`src/rtl/regression_predictor.sv`:
```
// Prediction stage behind the linear-regression core: y_hat = B0 + B1*x in Q(WIDTH-FRAC).FRAC, FIFO-buffered.
// Define PRED_SAT_EN to clamp results to the WIDTH-bit signed range instead of wrapping.
module regression_predictor #(
    parameter int WIDTH     = 20,
    parameter int FRAC      = 10,
    parameter int OUT_DEPTH = 4
) (
    input  logic             clk,
    input  logic             rst,
    input  logic             coefValid,
    input  logic [WIDTH-1:0] inB0,
    input  logic [WIDTH-1:0] inB1,
    input  logic [WIDTH-1:0] inErr,
    input  logic             xValid,
    input  logic [WIDTH-1:0] xIn,
    output logic             xReady,
    output logic             yValid,
    output logic [WIDTH-1:0] yOut,
    input  logic             yReady,
    output logic [WIDTH-1:0] errOut,
    output logic             modelLoaded,
    output logic [15:0]      predCount
);

    localparam int PROD_W   = 2 * WIDTH;
    localparam int SUM_W    = WIDTH + 1 + FRAC;
    localparam int AW       = $clog2(OUT_DEPTH);
    localparam int CW       = AW + 1;
    localparam int CREDIT_W = AW + 2;

    typedef enum logic [1:0] {IDLE, RUN, DRAIN} state_t;

    state_t                   state_q, state_d;
    logic [WIDTH-1:0]         b0_q, b0_d, b1_q, b1_d, err_q, err_d;
    logic [WIDTH-1:0]         sh_b0_q, sh_b0_d, sh_b1_q, sh_b1_d, sh_err_q, sh_err_d;
    logic                     loaded_q, loaded_d;
    logic [15:0]              pred_count_q, pred_count_d;
    logic                     xready_q, xready_d;
    logic                     s1_valid_q, s1_valid_d;
    logic signed [PROD_W-1:0] s1_prod_q, s1_prod_d;
    logic                     s2_valid_q, s2_valid_d;
    logic [WIDTH-1:0]         s2_y_q, s2_y_d;
    logic [WIDTH-1:0]         fifo_mem_q [OUT_DEPTH];
    logic [WIDTH-1:0]         fifo_mem_d [OUT_DEPTH];
    logic [AW-1:0]            wr_ptr_q, wr_ptr_d, rd_ptr_q, rd_ptr_d;
    logic [CW-1:0]            fifo_count_q, fifo_count_d;

    logic                     accept, push, pop;
    logic signed [PROD_W-1:0] b1_ext, x_ext;
    logic signed [SUM_W-1:0]  prod_shift, b0_ext, y_sum;
    logic [WIDTH-1:0]         y_result;
    logic [CREDIT_W-1:0]      credit;

    assign accept = xready_q && xValid;
    assign push   = s2_valid_q;
    assign pop    = (fifo_count_q != '0) && yReady;

    // Active B0 is safe in stage 2: the active set only changes while the pipeline is empty.
    always_comb begin
        b1_ext     = {{WIDTH{b1_q[WIDTH-1]}}, b1_q};
        x_ext      = {{WIDTH{xIn[WIDTH-1]}}, xIn};
        prod_shift = SUM_W'(s1_prod_q >>> FRAC);
        b0_ext     = {{(SUM_W-WIDTH){b0_q[WIDTH-1]}}, b0_q};
        y_sum      = prod_shift + b0_ext;
`ifdef PRED_SAT_EN
        if (!y_sum[SUM_W-1] && (|y_sum[SUM_W-2:WIDTH-1])) begin
            y_result = {1'b0, {(WIDTH-1){1'b1}}};
        end else if (y_sum[SUM_W-1] && !(&y_sum[SUM_W-2:WIDTH-1])) begin
            y_result = {1'b1, {(WIDTH-1){1'b0}}};
        end else begin
            y_result = y_sum[WIDTH-1:0];
        end
`else
        y_result = WIDTH'(y_sum);
`endif
    end

    always_comb begin
        state_d      = state_q;
        b0_d         = b0_q;
        b1_d         = b1_q;
        err_d        = err_q;
        sh_b0_d      = sh_b0_q;
        sh_b1_d      = sh_b1_q;
        sh_err_d     = sh_err_q;
        loaded_d     = loaded_q;
        pred_count_d = push ? pred_count_q + 16'd1 : pred_count_q;

        s1_valid_d = accept;
        s1_prod_d  = accept ? b1_ext * x_ext : s1_prod_q;
        s2_valid_d = s1_valid_q;
        s2_y_d     = s1_valid_q ? y_result : s2_y_q;

        case (state_q)
            IDLE: begin
                if (coefValid) begin
                    b0_d         = inB0;
                    b1_d         = inB1;
                    err_d        = inErr;
                    loaded_d     = 1'b1;
                    pred_count_d = '0;
                    state_d      = RUN;
                end
            end
            RUN: begin
                if (coefValid) begin
                    sh_b0_d  = inB0;
                    sh_b1_d  = inB1;
                    sh_err_d = inErr;
                    state_d  = DRAIN;
                end
            end
            DRAIN: begin
                if (coefValid) begin
                    sh_b0_d  = inB0;
                    sh_b1_d  = inB1;
                    sh_err_d = inErr;
                end
                // A set arriving on the copy cycle itself still wins over the older shadow.
                if (!s1_valid_q && !s2_valid_q) begin
                    b0_d         = coefValid ? inB0  : sh_b0_q;
                    b1_d         = coefValid ? inB1  : sh_b1_q;
                    err_d        = coefValid ? inErr : sh_err_q;
                    pred_count_d = '0;
                    state_d      = RUN;
                end
            end
            default: state_d = IDLE;
        endcase

        fifo_mem_d = fifo_mem_q;
        wr_ptr_d   = wr_ptr_q;
        rd_ptr_d   = rd_ptr_q;
        if (push) begin
            fifo_mem_d[wr_ptr_q] = s2_y_q;
            wr_ptr_d             = wr_ptr_q + AW'(1);
        end
        if (pop) begin
            rd_ptr_d = rd_ptr_q + AW'(1);
        end
        case ({push, pop})
            2'b10:   fifo_count_d = fifo_count_q + CW'(1);
            2'b01:   fifo_count_d = fifo_count_q - CW'(1);
            default: fifo_count_d = fifo_count_q;
        endcase

        // Credit counts samples still in the pipeline so a full FIFO can never be overrun.
        credit   = CREDIT_W'(fifo_count_d) + CREDIT_W'(s1_valid_d) + CREDIT_W'(s2_valid_d);
        xready_d = (state_d == RUN) && (credit < CREDIT_W'(OUT_DEPTH));
    end

    always_ff @(posedge clk) begin
        if (rst) begin
            state_q      <= IDLE;
            b0_q         <= '0;
            b1_q         <= '0;
            err_q        <= '0;
            sh_b0_q      <= '0;
            sh_b1_q      <= '0;
            sh_err_q     <= '0;
            loaded_q     <= 1'b0;
            pred_count_q <= '0;
            xready_q     <= 1'b0;
            s1_valid_q   <= 1'b0;
            s1_prod_q    <= '0;
            s2_valid_q   <= 1'b0;
            s2_y_q       <= '0;
            wr_ptr_q     <= '0;
            rd_ptr_q     <= '0;
            fifo_count_q <= '0;
            for (int i = 0; i < OUT_DEPTH; i++) begin
                fifo_mem_q[i] <= '0;
            end
        end else begin
            state_q      <= state_d;
            b0_q         <= b0_d;
            b1_q         <= b1_d;
            err_q        <= err_d;
            sh_b0_q      <= sh_b0_d;
            sh_b1_q      <= sh_b1_d;
            sh_err_q     <= sh_err_d;
            loaded_q     <= loaded_d;
            pred_count_q <= pred_count_d;
            xready_q     <= xready_d;
            s1_valid_q   <= s1_valid_d;
            s1_prod_q    <= s1_prod_d;
            s2_valid_q   <= s2_valid_d;
            s2_y_q       <= s2_y_d;
            wr_ptr_q     <= wr_ptr_d;
            rd_ptr_q     <= rd_ptr_d;
            fifo_count_q <= fifo_count_d;
            fifo_mem_q   <= fifo_mem_d;
        end
    end

    assign xReady      = xready_q;
    assign yValid      = (fifo_count_q != '0);
    assign yOut        = fifo_mem_q[rd_ptr_q];
    assign errOut      = err_q;
    assign modelLoaded = loaded_q;
    assign predCount   = pred_count_q;

endmodule

```
`config.mk`:
```
export PLATFORM = sky130hd
export DESIGN_NAME = regression_predictor
export DESIGN_NICKNAME = d
export VERILOG_FILES = /design/src/rtl/regression_predictor.sv
export SDC_FILE = /design/constraint.sdc
export NUM_CORES = 1
export LEC_CHECK = 0
export ABC_CLOCK_PERIOD_IN_PS = 20900
export CAP_MARGIN = 30
export CORE_ASPECT_RATIO = 0.9
export CORE_MARGIN = 5
export CORE_UTILIZATION = 45
export DETAILED_ROUTE_END_ITERATION = 7
export PLACE_DENSITY = 0.61
export SLEW_MARGIN = 30
export SYNTH_ARGS = -nofsm -noshare
export SYNTH_HDL_FRONTEND = slang
export SYNTH_SLANG_ARGS = --single-unit
```
`constraint.sdc`:
```
create_clock -name clk -period 20.9 [get_ports clk]
set_input_delay 4.18 -clock clk [delete_from_list [all_inputs] [get_ports clk]]
set_output_delay 4.18 -clock clk [all_outputs]
set_load 0.05 [all_outputs]
```
After elaboration in Yosys (flattened, before gate mapping)

Index checks and enable logic that the tools add are counted.

Register bits: 279
Bits of input ports: 85
Output and inout bits: 59
Word-level logic and storage cells: 83

Add/subtract/negate cells: 8
Multipliers: 1
$lt $le $gt $ge: 4
Eq/ne operators: 7
Mux-type cells: 27
Bitwise logic cells: 2
Reductions and logical operators: 13

Operator list:

| kind                    | number |
|---|---|
| $mux W20                | 12 |
| $pmux W20 S2            | 3 |
| $bwmux W80              | 1 |
| $mux W16                | 3 |
| $bmux W20 S2            | 1 |
| $demux W20 S2           | 1 |
| $pmux W16 S2            | 1 |
| $mul A20 B20 Y30        | 1 |
| $add A20 B20 Y20        | 1 |
| $add A16 B1 Y16 const B | 1 |
| $eq A2 B1 Y1 const B    | 3 |
| $ge A3 B3 Y1 const B    | 2 |
| $mux W2                 | 3 |
| $not A2 Y3              | 2 |
| $pmux W2 S3             | 1 |
| $pmux W3 S2             | 1 |
| $logic_and A1 B1 Y1     | 5 |
| $add A2 B1 Y2 const B   | 2 |
| $add A3 B1 Y4           | 1 |
| $add A4 B1 Y4           | 1 |
| $eq A2 B2 Y1 const B    | 2 |
| $lt A4 B3 Y1 const B    | 1 |
| $ne A2 B2 Y1 const B    | 2 |
| $add A3 B1 Y3 const B   | 1 |
| other kinds (9)         | 10 |

Logic depth before layout (Yosys ltp)

Gate-level depths: netlist of run 1.

Depth in word-level cells: 8
Depth in mapped cells: 26
Depth with buffers taken out: 24

Worst setup path after synthesis of run 1

Ideal clock, no wire load.

Kind: input -> register
From: input port xIn[11]
To: register s1_prod_q[29]
Setup time: 86 ps
Arrival time: 10098 ps
Required time: 20814 ps
Setup slack: 10717 ps
Stages: 22
Buffers on the path: 2
Cell sequence: clkbuf_1 -> clkbuf_1 -> nand2_1 -> fa_1 -> inv_1 -> fa_1 -> fa_1 -> fa_1 -> fa_1 -> fa_1 -> inv_1 -> fa_1 -> inv_1 -> ha_1 -> nand4_1 -> o31a_1 -> o32ai_2 -> a211o_1 -> o41ai_4 -> o2111ai_1 -> xnor2_1 -> a211oi_1

Word-level cells in the longest chain between the ends: 1

RTL lines:

| what                 | RTL line | RTL |
|---|---|---|
| from (decl)          | 15       | `input logic [WIDTH-1:0] xIn,` |
| $mul A20 B20 Y30     | 90       | `s1_prod_d = accept ? b1_ext * x_ext : s1_prod_q;` |
| to (signal assigned) | 186      | `s1_prod_q <= s1_prod_d;` |
| to (decl)            | 40       | `logic signed [PROD_W-1:0] s1_prod_q, s1_prod_d;` |

No other way between the ends.
A chain may end at the register's enable or synchronous reset.

Final worst setup path of run 1

From: input port xIn[2]
To: register s1_prod_q[29]

Same word-level chain as after synthesis.

==> impl_results.md, run 1 <==
* Outcome: finished, final reports clean
* RSZ-0062 raised after global routing: no
* Core ar. at 51400 um2
* Worst R2R End: s1_prod_q[29]
* Crit-path max FO at 20
* Yosys top cell area share at 0.268
* Crit path capture type: flip-flop
* Slew Viols, Final at 0
* Fill count at 4842
* CTS tree: done
* Placed Instance Area at 25000 um2
* Hold_sp: fifo_mem_q[62]
* Initial antenna violation count at 1
* Placed Cells at 3310
* Final Util at 0.504
* Max Root-Sink Buffers at 3
* First-pass GRT wire length at a little under 100000 um
* Slew margin rel. at 0.312
* Syn. warnings at 0
* H-Tree Depth at 1
* Pre-Repair DR Iteration Count at 5
* CP cell instances: clkdlybuf4s50_1 -> nand2_1 -> fa_1 -> inv_1 -> fa_1 -> fa_1 -> fa_1 -> fa_1 -> fa_1 -> inv_1 -> fa_1 -> inv_1 -> ha_1 -> nand4_1 -> o31a_1 -> o32ai_2 -> a211o_1 -> o41ai_4 -> o2111ai_1 -> xnor2_1 -> a211oi_1
* Post-Layout Cell Count at ~3400
* Ys async rst share at 0
* Worst setup SP type: input pin
* Vias in the first global route at about 18000
* Top_reg_cell synth: dfxtp_1
* RD Place Congestion at about 0.88
* Worst R2R Path Depth at 22
* WL/cell at approximately 18 um
* Routed Antenna Nets at 0
* Period utilization at 0.518
* Syn-to-layout area delta at 11.7%
* DRC Markers at 0
* CP max-delay cell: clkdlybuf4s50_1
* CTS Sinks at 269
* Seq/Total Area, Yosys at 0.232
* Critical setup path kind: in -> reg
* Initial DRC count at ~900
* ANT cells at 0
* NumNets Final at approximately 3200
* Hold path depth at 2
* Clock root buffer: clkbuf_16
* Worst slew pin tran at roughly 1.0 ns
* MaxCap Viol Count at 0
* CP bufs+invs at 4
* Post-synth EDFFs at 0
* Total GRT Usage at 0.213
* Max Clk Rate at slightly above 90 MHz
* IO Pins at between 100 and 150
* FP Rows at between 70 and 80
* Synth Instances at roughly 2600
* Setup TNS at 0 ns
* Biggest cell delay along the critical path at 0.98 ns
* Reg2reg setup slack at ~14 ns
* Post-layout min period at between 10 and 15 ns
* Die W at between 200 and 250 um
* Final setup viols at 0
* #FFs+latches synth at between 200 and 300
* Most frequent cells in the layout: 453 x nand2_1, 360 x inv_1, 311 x fa_1
* Worst reg2reg startpoint: b1_q[9]
* Layout cells sized above 1 at 0.0378
* Final instance area at approximately 26000 um2
* Final Hold Fails at 0
* Top cells by area, synth: fa_1 27%, dfxtp_1 23%, nand2_1 7.4%
* Avg Inst Size Synth at 8.85 um2
* Hold Path Class: reg -> reg
* Mapped Area at 23200 um2
* Post-DP HPWL at 44100 um
* Largest net degree at the start of global routing at about 110
* Worst-skew pair later-pin latency at roughly 0.56 ns
* Yosys cell types at 60
* Hold EP: fifo_mem_q[62]
* Port-buffer cells at roughly 140
* Worst path required time at 21.38 ns
* Via total after detailed routing at between 15000 and 20000
* Area leader, netlist: fa_1
* CTS Buf Count at 28
* WP data arrival at about 11 ns
* CTS Hold Bufs at 0
* Cell mode on critical path: fa_1
* Post-CTS Setup Inserts at 0
* Die Ht at 225 um
* Syn nets at about 3100
* Clock Pin Slew Worst Setup and Hold Paths at around 0.06 ns
* Vias per inst at around 5.2
* Total Wirelength at roughly 60000 um
* CTS resizes at 0
* Most common cell after layout, fill and taps aside: nand2_1
* Total gr overflow at 0
* CP top delay family: adder cells
* Clk_skew at approximately 0.023 ns
* Die area at around 56000 um2
* Initial Util at 0.451
[worst max-delay path by stage]
stage             from             to  slack (ns)  cells past startpoint
2_1_floorplan  xIn[11]  s1_prod_q[29]       10.72                     22
3_3_place_gp    xIn[2]  s1_prod_q[29]        9.71                     21
3_5_place_dp    xIn[2]  s1_prod_q[29]        9.53                     21
4_1_cts         xIn[2]  s1_prod_q[29]       10.14                     21
5_1_grt         xIn[2]  s1_prod_q[29]        9.79                     21
6_report        xIn[2]  s1_prod_q[29]       10.07                     21
[per-stage QoR]
| step | worst slack (ns) | hold slack, ns |
|---|---|---|
| after floorplan | 10.72 | 0.433 |
| after global placement | 9.71 | 0.438 |
| after detailed placement | 9.53 | 0.446 |
| after CTS | 10.14 | 0.454 |
| after global routing | 9.79 | 0.468 |
| final | 10.07 | 0.453 |
[logic make-up after synthesis]
logic type,after synthesis,share of synthesized area
compound gates,337,0.0912
xor+xnor,70,0.0264
fa+ha+maj,434,0.335
buf+inv,517,0.0836
flops,269,0.232
mux,91,0.0501
simple gates,904,0.182
[layout make-up]
| type | instances | area (um2) | area share |
|---|---|---|---|
| clock inverters | 9 | 68.8 | 0.00265 |
| clock buffers | 42 | 803 | 0.0310 |
| flip-flops and latches | 269 | 5390 | 0.208 |
| multi-input cells | 1836 | 15900 | 0.613 |
| well taps | 688 | 861 | 0.0332 |
| inverters | 360 | 1350 | 0.0521 |
| repair buffers | 157 | 1540 | 0.0596 |
[metal layers]
layer	track usage	up-vias	part of all wire
li1	-	8304	-
met1	0.293	8728	0.45
met2	0.363	414	0.48
met3	0.0309	82	0.053
met4	0.0432	0	0.020
met5	0	-	0
[Yosys cell counts, drive strengths merged (9+ instances only)]
cell,count
a211oi,69
a21o,11
a21oi,180
and2,219
buf,12
clkbuf,145
dfxtp,269
fa,311
ha,123
inv,360
mux2i,70
mux4,20
nand2,455
nand2b,14
nand3,16
nand3b,9
nor2,122
nor2b,11
nor3,15
o21a,9
o21ai,27
xnor2,46
xor2,24
[sequential cells by signal, summed over array words and instances (netlist names)]
signal and cells:
rd_ptr_q 2, errOut 20, b0_q 20, fifo_count_q 3
b1_q 20, modelLoaded 1, xReady 1, push 1
s1_prod_q 20, sh_b1_q 20, predCount 16, s1_valid_q 1
sh_err_q 20, s2_y_q 20, sh_b0_q 20, wr_ptr_q 2
fifo_mem_q 80, state_q 2
[worst reg2reg max path, cell delays in order (launching register included)]
cell,delay [ns]
dfxtp_1,0.98
and2_1,0.28
fa_1,0.45
fa_1,0.52
inv_1,0.05
fa_1,0.48
inv_1,0.06
fa_1,0.51
inv_1,0.06
fa_1,0.54
inv_1,0.05
fa_1,0.48
inv_1,0.05
fa_1,0.47
inv_1,0.04
ha_1,0.33
a21o_1,0.20
a21oi_1,0.19
o21ai_2,0.18
o41ai_4,0.48
o2111ai_1,0.20
xnor2_1,0.16
a211oi_1,0.23
Power of run 1 is not shown: default switching activity piles up to over one toggle a cycle in this logic, so the estimate is an artifact.
==> inputs of run 2 (changes only) <==
--- a/config.mk
+++ b/config.mk
@@ -5,7 +5,7 @@
 export SDC_FILE = /design/constraint.sdc
 export NUM_CORES = 1
 export LEC_CHECK = 0
-export ABC_CLOCK_PERIOD_IN_PS = 20900
+export ABC_CLOCK_PERIOD_IN_PS = 10400
 export CAP_MARGIN = 30
 export CORE_ASPECT_RATIO = 0.9
 export CORE_MARGIN = 5
==> constraint.sdc (replaced) <==
create_clock -name clk -period 10.4 [get_ports clk]
set_input_delay 2.08 -clock clk [delete_from_list [all_inputs] [get_ports clk]]
set_output_delay 2.08 -clock clk [all_outputs]
set_load 0.05 [all_outputs]
==> run 2 against run 1 <==
  * Via count is 0.77% lower
  * Non-clock buffer count grew 5
  * Sequential cell count stayed put
  * Worst setup slack worse by 8.3 ns
  * Clock skew decreased by 0.0058 ns
  * Critical path depth did not move
  * Clock-buffer cell count decreased by 6
==> impl_results.md, run 2 (synthesized netlist as in run 1, its figures left out) <==
* Outcome: finished, final reports clean
* Post-CTS Setup Inserts at 0 (unchanged)
* Routed Antenna Nets at 0 (unchanged)
* Fill count at 4822 (-0.41%)
* CTS Buf Count at 27 (-3.6%)
* Most frequent cells in the layout: 453 x nand2_1, 360 x inv_1, 311 x fa_1
* Hold Path Class: reg -> reg
* CTS resizes at 0 (unchanged)
* Max Root-Sink Buffers at 3 (unchanged)
* Vias in the first global route at 18000 (-1.0%)
* Placed Instance Area at 25100 um2 (+0.15%)
* Critical setup path kind: in -> reg
* CTS Sinks at 269 (unchanged)
* Die Ht at 225 um (unchanged)
* Max Clk Rate at 116 MHz
* Worst-skew pair later-pin latency at 0.56 ns (about the same)
* Clk_skew at 0.0172 ns (-0.00580 ns)
* Final Hold Fails at 0 (unchanged)
* Max reg flops at 80 (unchanged)
* WL/cell at 17.6 um (-1.2%)
* Die area at 56200 um2 (unchanged)
* Initial DRC count at 955 (+3.8%)
* Total gr overflow at 0 (unchanged)
* Final setup viols at 0 (unchanged)
* First-pass GRT wire length at 96600 um (-1.5%)
* Slew margin rel. at 0.338 (+0.0263)
* Slew Viols, Final at 0 (unchanged)
* Worst slew pin tran at 0.992 ns (-0.0376 ns)
* NumNets Final at 3175 (+0.13%)
* IO Pins at 144 (unchanged)
* Die W at 249 um (unchanged)
* Pre-Repair DR Iteration Count at 5 (unchanged)
* Worst setup SP type: input pin
* Syn-to-layout area delta at 12.1%
* Vias per inst at 5.17 (-0.86%)
* RD Place Congestion at 0.893 (+1.2%)
* Total Wirelength at 59300 um (-1.1%)
* Total GRT Usage at 0.210 (-0.00272)
* Crit-path max FO at 20 (unchanged)
* Most flop-heavy register: fifo_mem_q
* CP max-delay cell: clkdlybuf4s50_1
* Initial Util at 0.451 (unchanged)
* Initial antenna violation count at 4 (+3)
* Core ar. at 51400 um2 (unchanged)
* FF/Latch Area at 5390 um2 (about the same)
* Clock root buffer: clkbuf_16
* Biggest cell delay along the critical path at 1.00 ns (+0.02 ns)
* RSZ-0062 raised after global routing: no
* Layout cells sized above 1 at 0.0404 (+0.00259)
* Via total after detailed routing at 17400 (-0.77%)
* Post-layout min period at 8.61 ns
* Most common cell after layout, fill and taps aside: nand2_1
* Final instance area at 26000 um2 (+0.32%)
* CP cell instances: clkdlybuf4s50_1 -> nand2_1 -> fa_1 -> inv_1 -> fa_1 -> fa_1 -> fa_1 -> fa_1 -> fa_1 -> inv_1 -> fa_1 -> inv_1 -> ha_1 -> nand4_1 -> o31a_1 -> o32ai_2 -> a211o_1 -> o41ai_4 -> o2111ai_1 -> xnor2_1 -> a211oi_1
* Post-DP HPWL at 44400 um (+0.76%)
* Setup TNS at 0 ns (unchanged)
* Crit path capture type: flip-flop
* FP Rows at 79 (unchanged)
* Clock Pin Slew Worst Setup and Hold Paths at 0.06 ns (about the same)
* Port-buffer cells at 143 (unchanged)
* Multi-input gate area at 15900 um2 (unchanged)
* H-Tree Depth at 1 (unchanged)
* Largest net degree at the start of global routing at 105 (unchanged)
* Period utilization at 0.828
* MaxCap Viol Count at 0 (unchanged)
* DRC Markers at 0 (unchanged)
* CTS Hold Bufs at 0 (unchanged)
* Cell mode on critical path: fa_1
* WP data arrival at 9.08 ns (-2.23 ns)
* CTS tree: done
* Worst path required time at 10.87 ns (-10.51 ns)
==> run 2: cell types whose count changed in the layout (fill, tap and decap cells not counted) <==
cell / delta
inv_16: +1
bufinv_16: +2
dfxtp_1: +1
clkinv_4: +1
buf_4: +5
clkbuf_1: -6
clkbuf_16: -1
inv_8: -1
dfxtp_2: -1
clkbuf_8: +1
diode_2: +1
==> run 2: metal layers <==
layer / up-vias / part of all wire / track usage
met5: - / 0.00052 / 0
met4: 4 / 0.027 / 0.0520
met3: 108 / 0.062 / 0.0387
met2: 407 / 0.46 / 0.348
met1: 8554 / 0.45 / 0.288
li1: 8320 / - / -
==> run 2: area by class of cell <==
cell class	count	share of cell area
clock inverter	12	0.00563
clock buffer	36	0.0296
multi-input combinational	1836	0.611
tap	688	0.0331
sequential	269	0.207
inverter	360	0.0520
timing repair buffer	162	0.0608
antenna	1	0.0000962
==> run 2: per-stage QoR <==
| step | hold WS, ns | util | setup slack (ns) | cells |
|---|---|---|---|---|
| global route | 0.465 | 0.506 | 1.40 | 3363 |
| global placement | 0.438 | 0.488 | 1.31 | 3315 |
| finish | 0.450 | 0.506 | 1.79 | 3364 |
| floorplan | 0.433 | - | 2.32 | 2622 |
| detailed placement | 0.444 | 0.488 | 1.20 | 3315 |
| CTS | 0.453 | 0.506 | 1.81 | 3363 |
==> run 2: worst max-delay path, delay by kind of cell <==
| family | cells | cell delay, ns |
|---|---|---|
| and+or+nand+nor | 2 | 0.38 |
| buffers and inverters | 4 | 1.24 |
| adders and majority gates | 8 | 3.91 |
| xor gates and xnor gates | 1 | 0.11 |
| AOI/OAI and AO/OA | 6 | 1.34 |
==> run 2: final timing paths <==
kind	startpoint	to	slack, ns	cells after the start
setup / recovery	xIn[3]	s1_prod_q[29]	1.79	21
hold / removal	fifo_mem_q[15]	fifo_mem_q[15]	0.45	2
setup reg to reg	b1_q[6]	s1_prod_q[29]	3.50	20
hold reg to reg	fifo_mem_q[15]	fifo_mem_q[15]	0.45	2
Power of run 2 is left out for the same reason.
